<file path="src/rtl/ga_crossover_sp.sv">
// Single-point crossover stage: accepts a parent pair, reduces the random cut modulo the
// chromosome length, emits two masked children. Optional macro GA_CROSSOVER_PROB_EN adds a crossover-probability bypass.
module ga_crossover_sp #(
  parameter int CHROM_MAX_W = 32,
  parameter int CHROM_LEN_W = $clog2(CHROM_MAX_W + 1),
  parameter int CUT_W       = $clog2(CHROM_MAX_W)
) (
  input  logic                   clk,
  input  logic                   sw_rst,
  input  logic [CHROM_LEN_W-1:0] cnfg_chrom_len,
  input  logic [CUT_W-1:0]       rand_data,
`ifdef GA_CROSSOVER_PROB_EN
  input  logic [7:0]             cnfg_xover_prob,
  input  logic [7:0]             rand_prob,
`endif
  input  logic                   parents_valid,
  input  logic [CHROM_MAX_W-1:0] parent1,
  input  logic [CHROM_MAX_W-1:0] parent2,
  output logic                   parents_ack,
  output logic                   children_valid,
  output logic [CHROM_MAX_W-1:0] child1,
  output logic [CHROM_MAX_W-1:0] child2,
  input  logic                   children_ack
);

  typedef enum logic [1:0] {
    IDLE     = 2'd0,
    CALC_CUT = 2'd1,
    SEND     = 2'd2
  } state_t;

  state_t                 state_q;
  logic [CHROM_MAX_W-1:0] p1_q, p2_q;
  logic [CHROM_LEN_W-1:0] len_q;
  logic [CUT_W-1:0]       cut_q;
  logic                   parents_ack_q;
  logic                   children_valid_q;
  logic [CHROM_MAX_W-1:0] child1_q, child2_q;

  logic [CHROM_LEN_W-1:0] len_d;
  logic [CUT_W-1:0]       cut_d;
  logic [CUT_W-1:0]       cut_sub_d;
  logic [CUT_W-1:0]       eff_cut;
  logic [CHROM_MAX_W-1:0] len_mask, cut_mask;
  logic [CHROM_MAX_W-1:0] child1_d, child2_d;
  logic                   cut_done;
  logic                   bypass;

`ifdef GA_CROSSOVER_PROB_EN
  logic [7:0] xprob_q, rprob_q;

  // A zero probability can never satisfy rand < prob, so it always bypasses.
  always_comb begin
    bypass = !(rprob_q < xprob_q);
  end
`else
  always_comb begin
    bypass = 1'b0;
  end
`endif

  always_comb begin
    len_d = cnfg_chrom_len;
    if (cnfg_chrom_len > CHROM_LEN_W'(CHROM_MAX_W)) begin
      len_d = CHROM_LEN_W'(CHROM_MAX_W);
    end
    cut_d = rand_data;
    if (len_d < CHROM_LEN_W'(2)) begin
      cut_d = '0;
    end
  end

  // Lengths below 2 leave no meaningful cut; they also stop a zero-length divide from looping.
  always_comb begin
    cut_done  = bypass || (int'(cut_q) < int'(len_q)) || (len_q < CHROM_LEN_W'(2));
    cut_sub_d = cut_q - CUT_W'(len_q);
    eff_cut   = bypass ? '0 : cut_q;
  end

  always_comb begin
    len_mask = '0;
    cut_mask = '0;
    for (int i = 0; i < CHROM_MAX_W; i++) begin
      len_mask[i] = (i < int'(len_q));
      cut_mask[i] = (i < int'(eff_cut));
    end
    child1_d = ((p2_q & cut_mask) | (p1_q & ~cut_mask)) & len_mask;
    child2_d = ((p1_q & cut_mask) | (p2_q & ~cut_mask)) & len_mask;
  end

  always_ff @(posedge clk) begin
    if (sw_rst) begin
      state_q          <= IDLE;
      p1_q             <= '0;
      p2_q             <= '0;
      len_q            <= '0;
      cut_q            <= '0;
      parents_ack_q    <= 1'b0;
      children_valid_q <= 1'b0;
      child1_q         <= '0;
      child2_q         <= '0;
`ifdef GA_CROSSOVER_PROB_EN
      xprob_q          <= '0;
      rprob_q          <= '0;
`endif
    end else begin
      parents_ack_q <= 1'b0;
      case (state_q)
        IDLE: begin
          if (parents_valid) begin
            p1_q          <= parent1;
            p2_q          <= parent2;
            len_q         <= len_d;
            cut_q         <= cut_d;
`ifdef GA_CROSSOVER_PROB_EN
            xprob_q       <= cnfg_xover_prob;
            rprob_q       <= rand_prob;
`endif
            parents_ack_q <= 1'b1;
            state_q       <= CALC_CUT;
          end
        end
        CALC_CUT: begin
          if (!cut_done) begin
            cut_q <= cut_sub_d;
          end else begin
            child1_q         <= child1_d;
            child2_q         <= child2_d;
            children_valid_q <= 1'b1;
            state_q          <= SEND;
          end
        end
        SEND: begin
          if (children_ack) begin
            children_valid_q <= 1'b0;
            state_q          <= IDLE;
          end
        end
        default: state_q <= IDLE;
      endcase
    end
  end

  assign parents_ack    = parents_ack_q;
  assign children_valid = children_valid_q;
  assign child1         = child1_q;
  assign child2         = child2_q;

endmodule

</file>
<file path="config.mk">
export PLATFORM = sky130hd
export DESIGN_NAME = ga_crossover_sp
export DESIGN_NICKNAME = d
export VERILOG_FILES = /design/src/rtl/ga_crossover_sp.sv
export SDC_FILE = /design/constraint.sdc
export NUM_CORES = 1
export LEC_CHECK = 0
export BUFFER_PORTS_ARGS = -buffer_cell sky130_fd_sc_hd__buf_2
export CAP_MARGIN = 10
export CORE_ASPECT_RATIO = 0.7
export CORE_MARGIN = 3
export CORE_UTILIZATION = 30
export DETAILED_ROUTE_END_ITERATION = 10
export GPL_TIMING_DRIVEN = 0
export SLEW_MARGIN = 40
export SYNTH_ARGS = -nofsm -noshare
export SYNTH_HDL_FRONTEND = slang
export SYNTH_SLANG_ARGS = --single-unit
</file>
<file path="constraint.sdc">
create_clock -name clk -period 5.5 [get_ports clk]
set_input_delay 1.1 -clock clk [delete_from_list [all_inputs] [get_ports clk]]
set_output_delay 1.1 -clock clk [all_outputs]
set_load 0.03 [all_outputs]
</file>
==> impl_metrics.yaml <==
run_status:
  status: "finished, final reports clean"
grt:
  grt_first_pass_wirelength_um: 37950
  grt_max_degree: 17
  grt_antenna_before_repair: 0
  grt_usage_pct: 20.62
  vias_in_the_first_global_route: 6293
  grt.overflow.total: 0
finish:
  insertedDiodeCount: 0
  syn2layout_area_growth_pct: 25.34
  layout.nets: 1050
  final_cell_count_no_fill: 1260
  layout-drive-gt1-share_pct: 25.05
timing:
  grt_setup_unrepaired: "false"
  clock_skew_ns: 0.01011
  timing.final.crit_share_pct: 55.28
  timing.final.max_slew_violations: 0
  period_minus_ws_final_ns: 3.041
  timing.slew.headroom_pct: 45.29
  report.final.hold_viol_count: 0
  tightest_slew_ns: 0.8207
  setup_violations: 0
  totalNegativeSetupSlack_ns: 0
  fmax_ghz: 0.3289
synth:
  top_post_synthesis_cells_by_area: "sky130_fd_sc_hd__dfxtp_1 (42%), sky130_fd_sc_hd__nand2_1 (8.3%), sky130_fd_sc_hd__a21oi_1 (8.1%)"
  synth.yosys.seq_area_share_pct: 42.42
  synth_area_per_cell_um2: 8.415
  synth_area_leader_cell: "sky130_fd_sc_hd__dfxtp_1"
  synth.top_cell.area_share_pct: 42.42
  ys_types: 56
  synth-main-ff-cell: "sky130_fd_sc_hd__dfxtp_1"
  syn_inst: 802
  mappedNetlistNets: 887
  synth-seq-cells: 143
  synth_edf_count: 0
  netlist_area_mm2: 0.006749
  yosys_warnings: 0
  synth_async_sr_flop_share_pct: 0
power:
  netSwitchingPower_uw: 895.2
  powerDensity_mw_per_mm2: 348.0
  p_seq_share_pct: 38.1
  leakagePower_uw: 0.003459
  pwr-share-clk_pct: 43.4
  comb_power_share_pct: 18.5
  peak_vdd_ir_v: 0.0002583
  internal_power_uw: 2048
  switching_power_share_of_the_total_pct: 30.41
clocking:
  cts_setup_buffers: 0
  cts_tree: "done"
  numCtsBuffers: 17
  clock_sinks: 143
  cts.reportedPaths.clkPinSlew_ns: 0.06
  clock_tree.buffer_depth: 2
  ctsHtreeMaxLevel: 4
  cts-hold-fix-buffers: 0
  cts-resized-gates: 0
  clk_latency_ns: 0.42
  clock-root-buffer: "sky130_fd_sc_hd__clkbuf_16"
routing:
  wl_per_cell_um: 20.59
  ant_nets: 0
  route.final.wire_length_um: 25940
  drc_errors: 0
  routed-via-count: 6810
  router_iterations_before_antenna_repair: 5
  initialDrtViolationCount: 600
  viasPerCell: 5.405
setup_path:
  critical_path.startpoint: "len_q[1]$_SDFFE_PP0P_"
  worst-setup-path-type: "flip-flop to flip-flop"
  critical_path.startpoint_type: "flip-flop"
  critical_path.endpoint: "child2[23]$_SDFFE_PP0P_"
  cp_data_required_time_ns: 5.85
  timing.rr.end: "child2[23]$_SDFFE_PP0P_"
  number_of_cells_on_the_worst_reg_to_reg_path: 8
  crit_path_end_kind: "flip-flop"
  worst-r2r-setup-slack_ns: 2.46
  cp_data_arrival_time_ns: 3.39
  path_max_fanout: 10
  rr_startpoint: "len_q[1]$_SDFFE_PP0P_"
placement:
  io_buffer_count: 144
  numPlacedInstances: 1228
  detailedPlacementHpwl_um: 19970
  globalplace.congestion: 0.9622
floorplan:
  ioPinCount: 145
  rows: 45
  die_height_um: 131.5
  floorplan.initialDensity_pct: 30.81
  fp.dieArea_mm2: 0.02436
  die_w_um: 185.3
  floorplan.core_area_mm2: 0.02190
run:
  maxCapViolations: 0
min_path:
  holdCritPathClass: "flip-flop to flip-flop"
## power groups by stage
stage	Combinational, µW	Clock (µW)	Sequential (µW)
floorplan	343	0	1140
global placement	523	0	1140
detailed placement	526	0	1140
CTS	530	1280	1120
global route	581	1320	1130
finish	543	1280	1120
## cell usage after synthesis (all sizes together) (4+ instances only)
master     n
a21o       6
nand2    150
dfxtp    143
clkbuf    35
mux2i     34
or3        4
inv       38
nand2b     6
a31oi      8
o2111ai   26
nand4b     4
nand3     32
buf       33
o21a       6
nor2b      4
mux2      28
o221ai     4
ha         5
or2        5
a211oi    11
o21ai     16
nand3b     6
o22ai     12
o32ai     18
a21oi    110
o41ai      4
nor2      19
nor3       5
## placed cells by master, fill, tap and decap left out, drive strengths merged, types with 3 or more instances in the layout
cell type  netlist  routed
a211o            3       3
a31o             3       3
o211ai           3       3
mux2            28      28
nand2b           6       6
clkinv           0       3
o32ai           18      18
nand3b           6       6
a21o             6       6
o221ai           4       4
o2111ai         26      26
ha               5       5
a22oi            3       3
dfxtp          143     143
bufinv           0       4
nand4b           4       4
o22ai           12      12
nor2            19      19
nor3             5       5
o21a             6       6
nand3           32      32
inv             38      41
clkbuf          35      55
or2              5       5
nor2b            4       4
nand2          150     150
a31oi            8       8
or3              4       4
and2             3       3
mux2i           34      34
a211oi          11      11
a21oi          110     110
o41ai            4       4
buf             33     177
o21ai           16      16
## cells by family after synthesis
kind of cell	share of synthesized area, %
AOI/OAI and AO/OA	23.36
buffers and inverters	6.618
and+or+nand+nor	16.54
muxes	9.715
xor gates and xnor gates	0.1298
adders and majority gates	1.224
DFF	42.42
## cell type report
type	instances	area, µm²
buffer	68	304.0
clock buffer	20	456.7
clock inverter	12	180.2
fill	2268	13440
inverter	38	142.6
multi-input combinational	553	3440
sequential	143	2863
tap	282	352.8
timing repair buffer	144	720.7
## per-stage QoR
stage	instance area, µm²	setup slack, ns	hold WS [ns]	util, %	power [µW]
2_1_floorplan	6749	3.067	0.4369	-	1483
3_3_place_gp	7823	2.441	0.4465	35.72	1666
3_5_place_dp	7823	2.441	0.4440	35.72	1671
4_1_cts	8459	2.541	0.4582	38.62	2929
5_1_grt	8459	2.312	0.4811	38.62	3029
6_report	8459	2.459	0.4554	38.62	2944
## registers in the layout, indices dropped and copies added, names as in the netlist
name / count
len_q: 6
state_q: 2
child1: 32
p2_q: 32
parents_ack: 1
child2: 32
cut_q: 5
children_valid: 1
p1_q: 32
## worst min-delay path by stage
stage / start / to / slack [ns] / cells past startpoint
global placement: p1_q[31]$_SDFFE_PP0P_ / p1_q[31]$_SDFFE_PP0P_ / 0.45 / 2
global route: child2[18]$_SDFFE_PP0P_ / child2[18]$_SDFFE_PP0P_ / 0.48 / 2
CTS: child1[18]$_SDFFE_PP0P_ / child1[18]$_SDFFE_PP0P_ / 0.46 / 2
floorplan: p1_q[31]$_SDFFE_PP0P_ / p1_q[31]$_SDFFE_PP0P_ / 0.44 / 2
detailed placement: child1[18]$_SDFFE_PP0P_ / child1[18]$_SDFFE_PP0P_ / 0.44 / 2
finish: child1[18]$_SDFFE_PP0P_ / child1[18]$_SDFFE_PP0P_ / 0.46 / 2
## critical path: stages (launching register included)
cell and delay, ns:
sky130_fd_sc_hd__dfxtp_1 0.34, sky130_fd_sc_hd__clkbuf_1 0.34, sky130_fd_sc_hd__inv_1 0.25, sky130_fd_sc_hd__fa_1 0.51, sky130_fd_sc_hd__a211o_1 0.36, sky130_fd_sc_hd__a21oi_4 0.33, sky130_fd_sc_hd__buf_2 0.33, sky130_fd_sc_hd__o2111ai_1 0.26
sky130_fd_sc_hd__a21oi_1 0.23
## metal layers
metal	up-vias	wire, µm	global-route usage, %
met2	339	10280	28.34
li1	3194	-	-
met3	25	2380	4.206
met1	3252	13040	32.97
met4	0	239	3.415
met5	-	0	0
No activity file was read; power rests on OpenSTA's default activity.
